File: src/rtl/permute_pkg.sv
// Shared types and constants for the decoder inverse-pi stage.
// Holds slice width, default frame length, FSM states and the buffer slot layout.
// inv_pi_src gives, for each output bit, the input bit it is taken from.
package permute_pkg;

  localparam int SLICE_W   = 25;
  localparam int LINES_DEF = 64;
  localparam int CNT_W     = 7;
  localparam int IDX_W     = 6;

  typedef enum logic [1:0] {
    ST_IDLE,
    ST_RUN,
    ST_DRAIN,
    ST_DONE
  } state_t;

  typedef struct packed {
    logic [SLICE_W-1:0] data;
    logic [IDX_W-1:0]   index;
    logic               last;
  } slot_t;

  // Output bit u + 5v is sourced from input bit v + 5*((2*(u - v)) mod 5).
  // The +5 keeps the difference non-negative before the modulo.
  function automatic int inv_pi_src(input int k);
    int u;
    int v;
    u = k % 5;
    v = k / 5;
    return v + 5 * ((2 * (u - v + 5)) % 5);
  endfunction

endpackage

File: src/rtl/inv_permutation.sv
// Purpose: inverse pi lane permutation of one 25-bit slice (pure wiring).
// Latency: combinational, zero cycles.
// Backpressure: none; the instantiating block owns flow control.
module inv_permutation
  import permute_pkg::*;
(
  input  logic [SLICE_W-1:0] src,
  output logic [SLICE_W-1:0] dst
);

  genvar k;
  for (k = 0; k < SLICE_W; k++) begin : g_bit
    localparam int SRC_BIT = inv_pi_src(k);
    assign dst[k] = src[SRC_BIT];
  end

endmodule

File: src/rtl/inv_permute_unit.sv
// Purpose: frame-level inverse pi stage; permutes LINES slices and tags index/last.
// Latency: one cycle from input acceptance to out_valid when the buffer is empty.
// Backpressure: 2-entry skid buffer; in_ready is registered, no path from out_ready.
module inv_permute_unit
  import permute_pkg::*;
#(
  parameter int LINES = LINES_DEF
) (
  input  logic               clk,
  input  logic               rst,
  input  logic               start,
  input  logic               in_valid,
  output logic               in_ready,
  input  logic [SLICE_W-1:0] in_data,
  output logic               out_valid,
  input  logic               out_ready,
  output logic [SLICE_W-1:0] out_data,
  output logic [IDX_W-1:0]   out_index,
  output logic               out_last,
  output logic               busy,
  output logic               done
);

  localparam logic [CNT_W-1:0] LINES_C = CNT_W'(LINES);
  localparam logic [CNT_W-1:0] LAST_C  = CNT_W'(LINES - 1);

  state_t             state;
  logic [CNT_W-1:0]   in_count;
  logic [CNT_W-1:0]   out_count;
  logic [CNT_W-1:0]   out_count_nxt;
  slot_t              slot_q [2];
  logic               wr_ptr;
  logic               rd_ptr;
  logic [1:0]         entries;
  logic [1:0]         entries_nxt;
  logic               push;
  logic               pop;
  logic [SLICE_W-1:0] perm_data;
  slot_t              wr_slot;

  inv_permutation u_inv_permutation (
    .src (in_data),
    .dst (perm_data)
  );

  assign out_valid = (entries != 2'd0);
  assign out_data  = slot_q[rd_ptr].data;
  assign out_index = slot_q[rd_ptr].index;
  assign out_last  = slot_q[rd_ptr].last;

  // Handshakes and next-cycle occupancy; in_ready is only ever high in RUN.
  always_comb begin
    push          = in_valid && in_ready;
    pop           = out_valid && out_ready;
    entries_nxt   = entries + 2'(push) - 2'(pop);
    out_count_nxt = out_count + CNT_W'(pop);
    wr_slot.data  = perm_data;
    wr_slot.index = in_count[IDX_W-1:0];
    wr_slot.last  = (in_count == LAST_C);
  end

  // Frame FSM, counters, skid buffer and registered status outputs.
  always_ff @(posedge clk or negedge rst) begin
    if (!rst) begin
      state     <= ST_IDLE;
      in_count  <= '0;
      out_count <= '0;
      entries   <= '0;
      wr_ptr    <= 1'b0;
      rd_ptr    <= 1'b0;
      slot_q[0] <= '0;
      slot_q[1] <= '0;
      in_ready  <= 1'b0;
      busy      <= 1'b0;
      done      <= 1'b0;
    end else begin
      done    <= 1'b0;
      entries <= entries_nxt;
      if (push) begin
        slot_q[wr_ptr] <= wr_slot;
        wr_ptr         <= ~wr_ptr;
      end
      if (pop) begin
        rd_ptr    <= ~rd_ptr;
        out_count <= out_count_nxt;
      end
      unique case (state)
        ST_IDLE: begin
          if (start) begin
            state     <= ST_RUN;
            in_count  <= '0;
            out_count <= '0;
            busy      <= 1'b1;
            in_ready  <= 1'b1;
          end
        end
        ST_RUN: begin
          if (push) begin
            in_count <= in_count + CNT_W'(1);
          end
          if (push && in_count == LAST_C) begin
            state    <= ST_DRAIN;
            in_ready <= 1'b0;
          end else begin
            in_ready <= (entries_nxt != 2'd2);
          end
        end
        ST_DRAIN: begin
          if (entries_nxt == 2'd0 && out_count_nxt == LINES_C) begin
            state <= ST_DONE;
            busy  <= 1'b0;
            done  <= 1'b1;
          end
        end
        ST_DONE: begin
          state <= ST_IDLE;
        end
        default: begin
          state <= ST_IDLE;
        end
      endcase
    end
  end

endmodule
File: config.mk
export PLATFORM = sky130hd
export DESIGN_NAME = inv_permute_unit
export DESIGN_NICKNAME = d
export VERILOG_FILES = /design/src/rtl/permute_pkg.sv /design/src/rtl/inv_permutation.sv /design/src/rtl/inv_permute_unit.sv
export SDC_FILE = /design/constraint.sdc
export NUM_CORES = 1
export LEC_CHECK = 0
export CAP_MARGIN = 5
export CORE_ASPECT_RATIO = 1.25
export CORE_MARGIN = 1.5
export CORE_UTILIZATION = 57
export CTS_BUF_LIST = sky130_fd_sc_hd__clkbuf_16
export DETAILED_ROUTE_END_ITERATION = 16
export PLACE_DENSITY_LB_ADDON = 0.05
export SLEW_MARGIN = 30
export SYNTH_ARGS = -nofsm -noshare
export SYNTH_HDL_FRONTEND = slang
export SYNTH_SLANG_ARGS = --single-unit
File: constraint.sdc
create_clock -name clk -period 5.6 [get_ports clk]
set_clock_uncertainty 0.05 [all_clocks]
set_input_delay 0.56 -clock clk [delete_from_list [all_inputs] [get_ports clk]]
set_output_delay 0.56 -clock clk [all_outputs]
set_load 0.05 [all_outputs]
==> results of run 1 <==
[where the power goes]
group / switching (µW) / total (µW) / internal (µW)
logic: 957 / 1690 / 731
registers: 153 / 1030 / 872
clock network: 228 / 611 / 383
[worst min path at each step]
stage | start | end | slack (ps) | depth (start not counted)
after CTS | rst | out_count[4] | 280 | 1
final | rst | out_count[6] | 240 | 1
after global placement | slot_q[0] | slot_q[0] | 410 | 2
after floorplan | rst | busy | 210 | 0
after detailed placement | slot_q[2] | slot_q[2] | 420 | 2
after global routing | rst | out_count[6] | 310 | 1
[layout by cell type, fill, tap and decap left out, types with 2 or more instances in the layout]
master and count:
sky130_fd_sc_hd__mux2_2 93, sky130_fd_sc_hd__dfrtp_1 87, sky130_fd_sc_hd__clkdlybuf4s50_1 64, sky130_fd_sc_hd__nor2_1 12, sky130_fd_sc_hd__nand2_1 11, sky130_fd_sc_hd__inv_1 10
sky130_fd_sc_hd__clkbuf_16 9, sky130_fd_sc_hd__o21ai_0 8, sky130_fd_sc_hd__ha_1 8, sky130_fd_sc_hd__xnor2_1 7, sky130_fd_sc_hd__xor2_1 7, sky130_fd_sc_hd__nand3_1 4
sky130_fd_sc_hd__nor2b_1 4, sky130_fd_sc_hd__nand4_1 4, sky130_fd_sc_hd__a21oi_1 3, sky130_fd_sc_hd__o22ai_1 3, sky130_fd_sc_hd__and2_1 2, sky130_fd_sc_hd__or2_2 2
sky130_fd_sc_hd__nor3_1 2, sky130_fd_sc_hd__bufinv_16 2, sky130_fd_sc_hd__clkinv_2 2
[critical path, delay by kind of cell, from the launching register on]
kind | cells | cell delay, ps
multiplexers | 1 | 370
flip-flops | 1 | 860
buffers and inverters | 2 | 1120
[cell families (layout without fill, tap and decap cells)]
| family | Yosys count | after routing | share of synthesized area (%) |
|---|---|---|---|
| fa+ha+maj | 8 | 8 | 2.49 |
| compound gates | 26 | 26 | 4.45 |
| simple gates | 50 | 50 | 6.50 |
| xor+xnor | 14 | 14 | 3.05 |
| mux | 95 | 95 | 26.6 |
| buf+inv | 27 | 90 | 2.77 |
| flops | 87 | 87 | 54.2 |
[sequential cells by signal (all words and copies together) (netlist names)]
signal	cells
wr_ptr	1
slot_q	64
done	1
entries	2
in_count	7
rd_ptr	1
in_ready	1
busy	1
state	2
out_count	7
[layout make-up]
cell class / instances / area [µm²]
timing repair buffer: 66 / 659
fill: 519 / 1870
sequential: 87 / 2180
clock buffer: 9 / 225
clock inverter: 6 / 77.6
multi-input combinational: 193 / 1740
inverter: 9 / 33.8
tap: 90 / 113
[cell usage after synthesis (2+ instances only)]
library cell / n / area [µm²]
sky130_fd_sc_hd__nor2_1: 12 / 45.0
sky130_fd_sc_hd__nand4_1: 4 / 25.0
sky130_fd_sc_hd__o22ai_1: 3 / 18.8
sky130_fd_sc_hd__inv_1: 9 / 33.8
sky130_fd_sc_hd__nand3_1: 5 / 25.0
sky130_fd_sc_hd__and2_1: 2 / 12.5
sky130_fd_sc_hd__dfrtp_1: 87 / 2180
sky130_fd_sc_hd__nor3_1: 2 / 10.0
sky130_fd_sc_hd__a21oi_1: 3 / 15.0
sky130_fd_sc_hd__nand2_1: 11 / 41.3
sky130_fd_sc_hd__or2_2: 2 / 12.5
sky130_fd_sc_hd__ha_1: 8 / 100
sky130_fd_sc_hd__mux2_2: 93 / 1050
sky130_fd_sc_hd__o21ai_0: 8 / 40.0
sky130_fd_sc_hd__xnor2_1: 7 / 61.3
sky130_fd_sc_hd__clkbuf_1: 12 / 45.0
sky130_fd_sc_hd__buf_1: 3 / 11.3
sky130_fd_sc_hd__nor2b_1: 4 / 25.0
sky130_fd_sc_hd__xor2_1: 7 / 61.3
[metrics by stage]
step | power, µW | utilization [%]
floorplan | 2270 | -
global placement | 2700 | 68.4
detailed placement | 2740 | 68.5
CTS | 3360 | 72.9
global route | 3500 | 72.9
finish | 3320 | 72.9
[layer usage]
layer / vias up / wire length (µm)
met5: - / 0
met4: 0 / 93
met3: 8 / 260
met2: 44 / 3620
met1: 1254 / 3310
li1: 1205 / -
==> insert_results.sql, run 1 <==
INSERT INTO impl_metrics (metric_group, metric, value, unit) VALUES
('floorplanning', 'coreArea', '6890', 'µm²'),
('worst_setup_path', 'timing.setup.critical_path_class', 'reg -> out', ''),
('routing', 'vias_per_cell', '5.46', ''),
('sta', 'timing_max_transition_violations_final', '0', ''),
('global_route', 'grt_first_pass_wirelength', '12.3', 'mm'),
('clocking', 'clk_buf_depth', '2', ''),
('placement', 'dpl_cell_area', '4720', 'µm²'),
('worst_setup_path', 'setup.worst_path.start_class', 'register', ''),
('clocking', 'post_cts_resized', '0', ''),
('outcome', 'outcome', 'completed', ''),
('clocking', 'cts.root.buffer_cell', 'sky130_fd_sc_hd__clkbuf_16', ''),
('sta', 'finalSetupViolCount', '0', ''),
('sta', 'min_period_over_period', '58.7', '%'),
('power_and_ir_drop', 'irDropWorstVdd', '0.435', 'mV'),
('clocking', 'path_clk_slew', '60', 'ps'),
('placement', 'place_inst', '445', ''),
('global_route', 'grt_max_degree', '88', ''),
('worst_setup_path', 'worst_r2r_path_depth', '10', ''),
('floorplanning', 'area_of_the_die', '7570', 'µm²'),
('cells_and_area', 'layout-drive-gt1-share', '31.4', '%'),
('routing', 'first_iter_violations', '125', ''),
('global_route', 'grt-busiest-layer', 'met2', ''),
('placement', 'placement.io_buffers', '65', ''),
('routing', 'detail_route.wl_per_cell', '15.8', 'µm'),
('sta', 'fmaxAchievable', '304', 'MHz'),
('worst_setup_path', 'worst_ep_required_time', '4990', 'ps'),
('floorplanning', 'floorplan.die.height', '96.9', 'µm'),
('yosys', 'synth_fp_nets', '345', ''),
('worst_setup_path', 'worst_path_max_delay_cell', 'sky130_fd_sc_hd__dfrtp_1', ''),
('yosys', 'synthDistinctLibCells', '44', ''),
('clocking', 'post_cts_buffers', '0', ''),
('run', 'drv.max_cap_violation_count', '0', ''),
('clocking', 'cts_tree', 'built', ''),
('sta', 'finalWorstSetupSlack', '2310', 'ps'),
('global_route', 'first_global_vias', '2578', ''),
('power_and_ir_drop', 'power_per_cell_area', '662', 'nW/µm²'),
('cells_and_area', 'area_delta_synth_final', '24.9', '%'),
('power_and_ir_drop', 'power_leakage', '0.00220', 'µW'),
('routing', 'drt_first_pass_iters', '4', ''),
('routing', 'remaining_drc_errors', '0', ''),
('yosys', 'ys_async_sr_fraction', '100', '%'),
('global_route', 'grt.met2_usage', '34.1', '%'),
('sta', 'hold_fails_final_rpt', '0', ''),
('routing', 'route.vias.total', '2511', ''),
('clocking', 'cts.sink_count', '87', ''),
('floorplanning', 'initial_standard_cell_utilization_of_the_core', '58.3', '%'),
('sta', 'timing.final.crit_period', '3290', 'ps'),
('yosys', 'synth.yosys.warnings', '0', ''),
('yosys', 'syn_inst', '307', ''),
('sta', 'grt_setup_unrepaired', 'no', ''),
('placement', 'place.gp.congestion', '0.784', ''),
('sta', 'final.hold.worst_slack', '236', 'ps'),
('yosys', 'synth_ff_type', 'sky130_fd_sc_hd__dfrtp_1', ''),
('placement', 'pre_cts_ws', '2110', 'ps'),
('worst_setup_path', 'ff2ff_setup_slack', '2500', 'ps'),
('floorplanning', 'placementRows', '34', ''),
('worst_setup_path', 'path_max_fanout', '18', ''),
('global_route', 'grt_util_met3', '4.25', '%'),
('yosys', 'number_of_synthesized_flops_with_an_enable_pin', '0', ''),
('routing', 'ant_nets', '0', ''),
('worst_setup_path', 'cp-endpoint', 'out_index[1]', ''),
('yosys', 'post_synth.cell_area_avg', '13.1', 'µm²'),
('yosys', 'post_synth_instance_area', '4020', 'µm²'),
('yosys', 'synth.yosys.seq_area_share', '54.2', '%'),
('worst_setup_path', 'crit_chain', 'buf_4 > mux2_2 > clkdlybuf4s50_1', ''),
('min_path', 'holdCritPathClass', 'in -> async', ''),
('placement', 'dpl.hpwl', '4.67', 'mm'),
('worst_setup_path', 'crit_start', 'rd_ptr', ''),
('global_route', 'gr-usage-all-layers', '20.8', '%'),
('cells_and_area', 'finish.instance_area', '5020', 'µm²'),
('clocking', 'cts_hold_buffers', '0', '');
No activity file was read; power rests on OpenSTA's default activity.
==> inputs of run 2 (changes only) <==
CORE_UTILIZATION = 53   (was 57)
clock period = 3.2 ns   (was 5.6 ns; I/O delays follow)
==> run 2 against run 1 <==
Critical path depth grew 7. Critical path type is now reg -> reg. Highest routed layer unchanged. Clock power increased by 55%. Routed wire length up 0.74%.
==> insert_results.sql, run 2 (same netlist as run 1, synthesis figures left out) <==
INSERT INTO impl_metrics (metric_group, metric, value, unit) VALUES
('outcome', 'outcome', 'completed', ''),
('sta', 'timing.final.crit_period', '2970', 'ps'),
('worst_setup_path', 'path_max_fanout', '4', ''),
('sta', 'worst_slew_margin_rel', '42.4', '%'),
('global_route', 'grt_max_degree', '63', ''),
('cells_and_area', 'finalNetCount', '410', ''),
('routing', 'wl', '7.34', 'mm'),
('cells_and_area', 'final_core_utilization', '68.4', '%'),
('clocking', 'cts_tree', 'built', ''),
('sta', 'timing_max_transition_violations_final', '0', ''),
('global_route', 'grt_util_met3', '5.09', '%'),
('sta', 'tightest_slew', '864', 'ps'),
('cells_and_area', 'layout-drive-gt1-share', '34.0', '%'),
('global_route', 'globalRouteOverflowTotal', '0', ''),
('global_route', 'grt_first_pass_wirelength', '12.6', 'mm'),
('sta', 'setup_total_negative_slack', '0', 'ps'),
('placement', 'dpl.hpwl', '4.94', 'mm'),
('sta', 'grt_setup_unrepaired', 'no', ''),
('floorplanning', 'initial_standard_cell_utilization_of_the_core', '54.6', '%'),
('routing', 'remaining_drc_errors', '0', ''),
('min_path', 'holdCritPathClass', 'in -> async', ''),
('cells_and_area', 'layout.cells.most_common_list', 'sky130_fd_sc_hd__mux2_2, sky130_fd_sc_hd__dfrtp_1, sky130_fd_sc_hd__clkdlybuf4s50_1, sky130_fd_sc_hd__nor2_1', ''),
('power_and_ir_drop', 'share_seq_of_total_power', '30.6', '%'),
('cells_and_area', 'largest_register_ffs', '64', ''),
('clocking', 'cts-htree-levels', '3', ''),
('power_and_ir_drop', 'power.share.clock', '16.6', '%'),
('clocking', 'cts_hold_buffers', '0', ''),
('cells_and_area', 'largest-register', 'slot_q', ''),
('worst_setup_path', 'worst_ep_required_time', '3360', 'ps'),
('power_and_ir_drop', 'netSwitchingFraction', '41.5', '%'),
('power_and_ir_drop', 'internal-power', '3350', 'µW'),
('global_route', 'first_global_vias', '2740', ''),
('power_and_ir_drop', 'power_leakage', '0.00221', 'µW'),
('floorplanning', 'boundaryPins', '66', ''),
('routing', 'detail_route.wl_per_cell', '15.7', 'µm'),
('sta', 'finalSetupViolCount', '0', ''),
('power_and_ir_drop', 'power_per_cell_area', '1140', 'nW/µm²'),
('global_route', 'gr-usage-all-layers', '20.3', '%'),
('power_and_ir_drop', 'power.switching', '2380', 'µW'),
('clocking', 'cts.root.buffer_cell', 'sky130_fd_sc_hd__clkbuf_16', ''),
('worst_setup_path', 'worst_r2r_path_depth', '10', ''),
('global_route', 'grt-busiest-layer', 'met2', ''),
('routing', 'drt_first_pass_iters', '4', ''),
('worst_setup_path', 'setup.worst_path.start_class', 'register', ''),
('power_and_ir_drop', 'p_comb_share', '52.9', '%'),
('global_route', 'grt.met2_usage', '34.7', '%'),
('worst_setup_path', 'worstPathArrival', '3130', 'ps'),
('global_route', 'grt_antenna_before_repair', '0', ''),
('cells_and_area', 'ant_diodes', '0', ''),
('routing', 'ant_nets', '0', ''),
('clocking', 'path_clk_slew', '60', 'ps'),
('routing', 'route.vias.total', '2560', ''),
('power_and_ir_drop', 'irDropWorstVdd', '0.765', 'mV'),
('placement', 'place.gp.congestion', '0.802', ''),
('floorplanning', 'area_of_the_die', '8120', 'µm²'),
('cells_and_area', 'area_delta_synth_final', '25.2', '%'),
('clocking', 'cts.sink_count', '87', ''),
('run', 'drv.max_cap_violation_count', '0', ''),
('cells_and_area', 'top_regs', 'slot_q: 64 flops, in_count: 7 flops, out_count: 7 flops', ''),
('floorplanning', 'coreArea', '7360', 'µm²'),
('cells_and_area', 'final_common_cell', 'sky130_fd_sc_hd__mux2_2', ''),
('worst_setup_path', 'crit_path_end_kind', 'register', ''),
('sta', 'fmaxAchievable', '336', 'MHz'),
('worst_setup_path', 'timing.setup.critical_path_class', 'reg -> reg', ''),
('placement', 'placement.io_buffers', '65', ''),
('sta', 'min_period_over_period', '92.9', '%'),
('routing', 'vias_per_cell', '5.46', ''),
('routing', 'first_iter_violations', '115', ''),
('floorplanning', 'floorplan.die.height', '100', 'µm'),
('clocking', 'clk_buf_depth', '2', ''),
('clocking', 'clock_buffers_created_by_tritoncts', '9', ''),
('clocking', 'clkLatencyLatePin', '320', 'ps'),
('global_route', 'groute.layer.met1.usage', '24.8', '%'),
('floorplanning', 'placementRows', '35', ''),
('sta', 'hold_fails_final_rpt', '0', ''),
('floorplanning', 'die_width', '80.9', 'µm');
[run 2: layout make-up]
class,count,area (µm²)
sequential,87,2180
tap,92,115
fill,566,2320
multi-input combinational,193,1740
clock inverter,7,48.8
timing repair buffer,72,693
clock buffer,9,225
inverter,9,33.8
[run 2: power groups by stage]
stage | Sequential (µW) | Clock (µW) | Combinational (µW)
global placement | 1750 | 0 | 3010
CTS | 1750 | 972 | 3050
finish | 1750 | 949 | 3030
floorplan | 1710 | 0 | 2260
detailed placement | 1770 | 0 | 3040
global route | 1800 | 1020 | 3220
[run 2: final timing paths]
check,from,to,slack [ps]
worst min register to register,slot_q[2],slot_q[2],430
max in group asynchronous,rst,in_count[3],2400
min in group clk,slot_q[2],slot_q[2],430
worst max register to register,entries[1],state[1],230
worst max-delay path,entries[1],state[1],230
worst min-delay path,rst,out_count[3],20
[run 2: repair_timing]
| action | 4_1_cts | 5_1_grt |
|---|---|---|
| setup buffers | 0 | 0 |
| resized for setup | 0 | 1 |
| setup endpoints to repair | 0 | 1 |
[run 2: critical path, cell delays in order (launching register included)]
cell                       delay, ps
sky130_fd_sc_hd__dfrtp_1         380
sky130_fd_sc_hd__or2_2           310
sky130_fd_sc_hd__and2_1          210
sky130_fd_sc_hd__ha_1            290
sky130_fd_sc_hd__inv_1            40
sky130_fd_sc_hd__ha_1            310
sky130_fd_sc_hd__nor3_2          130
sky130_fd_sc_hd__o211ai_1        100
sky130_fd_sc_hd__a2111o_1        410
sky130_fd_sc_hd__a211oi_2        280
sky130_fd_sc_hd__mux2_1          350
[run 2: metal layers]
metal / vias to the layer above / share of wire [%]
li1: 1211 / -
met4: 0 / 1.2
met5: - / 0
met1: 1289 / 42
met3: 7 / 4.8
met2: 53 / 52
[run 2: stage by stage]
stage	hold WS (ps)	total power, µW	cells	cell area (µm²)	setup WS, ps
2_1_floorplan	-25.6	3970	307	4020	39.6
3_3_place_gp	400	4760	453	4760	198
3_5_place_dp	405	4810	453	4760	151
4_1_cts	49.6	5780	469	5030	139
5_1_grt	105	6050	469	5030	37.0
6_report	19.6	5730	469	5030	226
==> inputs of run 3 (changes only) <==
CORE_UTILIZATION = 54   (was 53)
GPL_ROUTABILITY_DRIVEN = 0   (was default)
HOLD_SLACK_MARGIN = 0.1   (was default)
SYNTH_HIERARCHICAL = 1   (was default)
==> run 3 against run 2 <==
Cell area grew 0.55%. Critical path depth is the same. Combinational power is essentially flat. First-iteration DRC count shrank 55%. Die area grew 2.6%. Total power grew 1.5%. Critical path type unchanged. Largest power group unchanged.
==> insert_results.sql, run 3 <==
INSERT INTO impl_metrics (metric_group, metric, value, unit) VALUES
('power_and_ir_drop', 'irDropWorstVdd', '0.702', 'mV'),
('sta', 'timing.final.crit_period', '3030', 'ps'),
('cells_and_area', 'final-instance-count-excl-fill', '468', ''),
('global_route', 'first_global_vias', '2585', ''),
('cells_and_area', 'layout-drive-gt1-share', '33.0', '%'),
('floorplanning', 'placementRows', '35', ''),
('power_and_ir_drop', 'power.share.clock', '17.7', '%'),
('yosys', 'synth_common_cells', 'sky130_fd_sc_hd__mux2_2, sky130_fd_sc_hd__dfrtp_1, sky130_fd_sc_hd__buf_4, sky130_fd_sc_hd__clkbuf_1, sky130_fd_sc_hd__nor2_1', ''),
('routing', 'first_iter_violations', '52', ''),
('min_path', 'holdCritPathClass', 'reg -> reg', ''),
('sta', 'finalWorstSetupSlack', '174', 'ps'),
('yosys', 'synth.yosys.seq_area_share', '51.8', '%'),
('sta', 'timing_max_transition_violations_final', '0', ''),
('sta', 'tightest_slew', '840', 'ps'),
('clocking', 'cts_tree', 'built', ''),
('placement', 'placement.io_buffers', '65', ''),
('sta', 'worst_slew_margin_rel', '44.0', '%'),
('routing', 'vias_per_cell', '5.41', ''),
('yosys', 'post-synth-top-area-fraction', '51.8', '%'),
('sta', 'finalSetupViolCount', '0', ''),
('yosys', 'synth.largest_area_cell', 'sky130_fd_sc_hd__dfrtp_1', ''),
('power_and_ir_drop', 'netSwitchingFraction', '40.8', '%'),
('yosys', 'synth.yosys.warnings', '6', ''),
('power_and_ir_drop', 'power_per_cell_area', '1150', 'nW/µm²'),
('yosys', 'number_of_synthesized_flops_with_an_enable_pin', '0', ''),
('sta', 'setup_total_negative_slack', '0', 'ps'),
('routing', 'drt_first_pass_iters', '4', ''),
('sta', 'grt_setup_unrepaired', 'no', ''),
('cells_and_area', 'area_delta_synth_final', '20.3', '%'),
('power_and_ir_drop', 'internal-power', '3440', 'µW'),
('floorplanning', 'area_of_the_die', '8330', 'µm²'),
('floorplanning', 'initial_standard_cell_utilization_of_the_core', '56.5', '%'),
('clocking', 'cts.root.buffer_cell', 'sky130_fd_sc_hd__clkbuf_16', ''),
('routing', 'detail_route.wl_per_cell', '15.5', 'µm'),
('routing', 'route.vias.total', '2534', ''),
('outcome', 'outcome', 'completed', ''),
('yosys', 'post_synth_instance_area', '4210', 'µm²'),
('yosys', 'ys_async_sr_fraction', '100', '%'),
('yosys', 'post_synth_main_area_contributors', 'sky130_fd_sc_hd__dfrtp_1, sky130_fd_sc_hd__mux2_2, sky130_fd_sc_hd__buf_4', ''),
('run', 'drv.max_cap_violation_count', '0', ''),
('worst_setup_path', 'worst_ep_required_time', '3360', 'ps'),
('yosys', 'post_synth.cell_area_avg', '12.7', 'µm²'),
('cells_and_area', 'layout.cells.most_common_list', 'sky130_fd_sc_hd__mux2_2, sky130_fd_sc_hd__dfrtp_1, sky130_fd_sc_hd__clkdlybuf4s50_1, sky130_fd_sc_hd__nor2_1, sky130_fd_sc_hd__nand2_1', ''),
('placement', 'dpl.hpwl', '4.74', 'mm'),
('power_and_ir_drop', 'power_leakage', '0.00222', 'µW'),
('worst_setup_path', 'crit_path_end_kind', 'register', ''),
('global_route', 'grt_max_degree', '88', ''),
('worst_setup_path', 'setup.worst_path.start_class', 'register', ''),
('power_and_ir_drop', 'power.switching', '2370', 'µW'),
('yosys', 'syn_inst', '332', ''),
('global_route', 'globalRouteOverflowTotal', '0', ''),
('power_and_ir_drop', 'share_seq_of_total_power', '30.4', '%'),
('floorplanning', 'floorplan.die.height', '102', 'µm'),
('cells_and_area', 'finalNetCount', '409', ''),
('placement', 'pre_cts_ws', '96.3', 'ps'),
('cells_and_area', 'final_common_cell', 'sky130_fd_sc_hd__mux2_2', ''),
('sta', 'fmaxAchievable', '331', 'MHz'),
('placement', 'dpl_cell_area', '4760', 'µm²'),
('clocking', 'cts.sink_count', '87', ''),
('worst_setup_path', 'path_max_fanout', '5', ''),
('yosys', 'synth_ff_type', 'sky130_fd_sc_hd__dfrtp_1', ''),
('power_and_ir_drop', 'p_comb_share', '51.9', '%'),
('clocking', 'clock_buffers_created_by_tritoncts', '9', ''),
('worst_setup_path', 'timing.setup.critical_path_class', 'reg -> reg', ''),
('clocking', 'clk_buf_depth', '2', ''),
('routing', 'ant_nets', '0', ''),
('cells_and_area', 'ant_diodes', '0', ''),
('floorplanning', 'die_width', '81.9', 'µm'),
('floorplanning', 'boundaryPins', '66', ''),
('global_route', 'grt_antenna_before_repair', '0', ''),
('sta', 'hold_fails_final_rpt', '0', ''),
('routing', 'wl', '7.25', 'mm'),
('yosys', 'yosys_register_bits', '87', ''),
('cells_and_area', 'largest_register_ffs', '64', ''),
('floorplanning', 'coreArea', '7440', 'µm²'),
('global_route', 'gr-usage-all-layers', '18.8', '%'),
('routing', 'remaining_drc_errors', '0', ''),
('yosys', 'synth_fp_nets', '370', ''),
('clocking', 'cts-htree-levels', '3', ''),
('cells_and_area', 'top_regs', 'slot_q: 64 flops, in_count: 7 flops, out_count: 7 flops', ''),
('cells_and_area', 'finish.instance_area', '5060', 'µm²'),
('worst_setup_path', 'worstPathArrival', '3190', 'ps'),
('clocking', 'path_clk_slew', '70', 'ps'),
('clocking', 'clkLatencyLatePin', '320', 'ps'),
('placement', 'place_inst', '451', ''),
('global_route', 'grt_first_pass_wirelength', '11.9', 'mm'),
('cells_and_area', 'largest-register', 'slot_q', ''),
('yosys', 'synth_most_common_cell', 'sky130_fd_sc_hd__mux2_2', ''),
('yosys', 'synthDistinctLibCells', '43', ''),
('sta', 'min_period_over_period', '94.5', '%');
==> run 3: cell count changes after synthesis, sizes merged <==
cell / change
buf: +26
clkbuf: -1
==> run 3: worst paths after layout <==
path                       slack [ps]  cells after the start    endpoint        from
max reg2reg                       170                     10    state[1]  entries[1]
max                               170                     10    state[1]  entries[1]
min in group asynchronous         570                      2  slot_q[10]         rst
min                               430                      2  slot_q[32]  slot_q[32]
min reg2reg                       430                      2  slot_q[32]  slot_q[32]
max in group asynchronous        2000                      2  slot_q[33]         rst
==> run 3: layer usage <==
metal / wire, µm / vias to the layer above / global-route usage, %
met3: 288 / 6 / 4.50
met1: 3220 / 1267 / 23.5
met4: 64 / 0 / 6.65
met2: 3670 / 49 / 31.5
li1: - / 1212 / -
met5: 0 / - / 0
==> run 3: power groups by stage <==
| stage | logic [µW] | registers (µW) | clock network, µW |
|---|---|---|---|
| 6_report | 3020 | 1770 | 1030 |
| 3_3_place_gp | 3010 | 1760 | 0 |
| 5_1_grt | 3200 | 1820 | 1090 |
| 3_5_place_dp | 3040 | 1790 | 0 |
| 2_1_floorplan | 2280 | 1710 | 0 |
| 4_1_cts | 3060 | 1770 | 1050 |
==> run 3: critical path: stages, from the launching register on <==
cell                       delay [ps]
sky130_fd_sc_hd__dfrtp_1          400
sky130_fd_sc_hd__or2_2            320
sky130_fd_sc_hd__and2_1           240
sky130_fd_sc_hd__ha_1             300
sky130_fd_sc_hd__inv_1             40
sky130_fd_sc_hd__ha_1             180
sky130_fd_sc_hd__xnor2_1          170
sky130_fd_sc_hd__xnor2_1          130
sky130_fd_sc_hd__a2111o_1         450
sky130_fd_sc_hd__a211oi_2         290
sky130_fd_sc_hd__mux2_1           350
==> run 3: final cells by class <==
class / instances / area [µm²]
fill: 580 / 2380
sequential: 87 / 2180
multi-input combinational: 193 / 1740
timing repair buffer: 71 / 704
clock buffer: 9 / 225
tap: 92 / 115
clock inverter: 7 / 71.3
inverter: 9 / 33.8
==> run 3: cell families after synthesis <==
| family | Yosys count | synth area share (%) |
|---|---|---|
| AO/OA/AOI/OAI | 26 | 4.25 |
| XOR/XNOR | 14 | 2.91 |
| adder cells (fa/ha/maj) | 8 | 2.38 |
| buffers and inverters | 52 | 7.11 |
| flip-flops | 87 | 51.8 |
| multiplexers | 95 | 25.4 |
| AND/OR/NAND/NOR | 50 | 6.19 |
==> run 3: what timing repair did <==
action / CTS / global route
buffers inserted: 0 / 0
hold endpoints to repair: 87 / 0
hold buffers: 1 / 0
resized for setup: 0 / 0
==> run 3: metrics by stage <==
stage / hold WS [ps] / util, % / total power (µW)
after global routing: 460 / 68.0 / 6120
after detailed placement: 388 / 63.9 / 4820
after global placement: 412 / 63.8 / 4770
final: 428 / 68.0 / 5810
after floorplan: -25.6 / - / 3990
after CTS: 433 / 68.0 / 5880
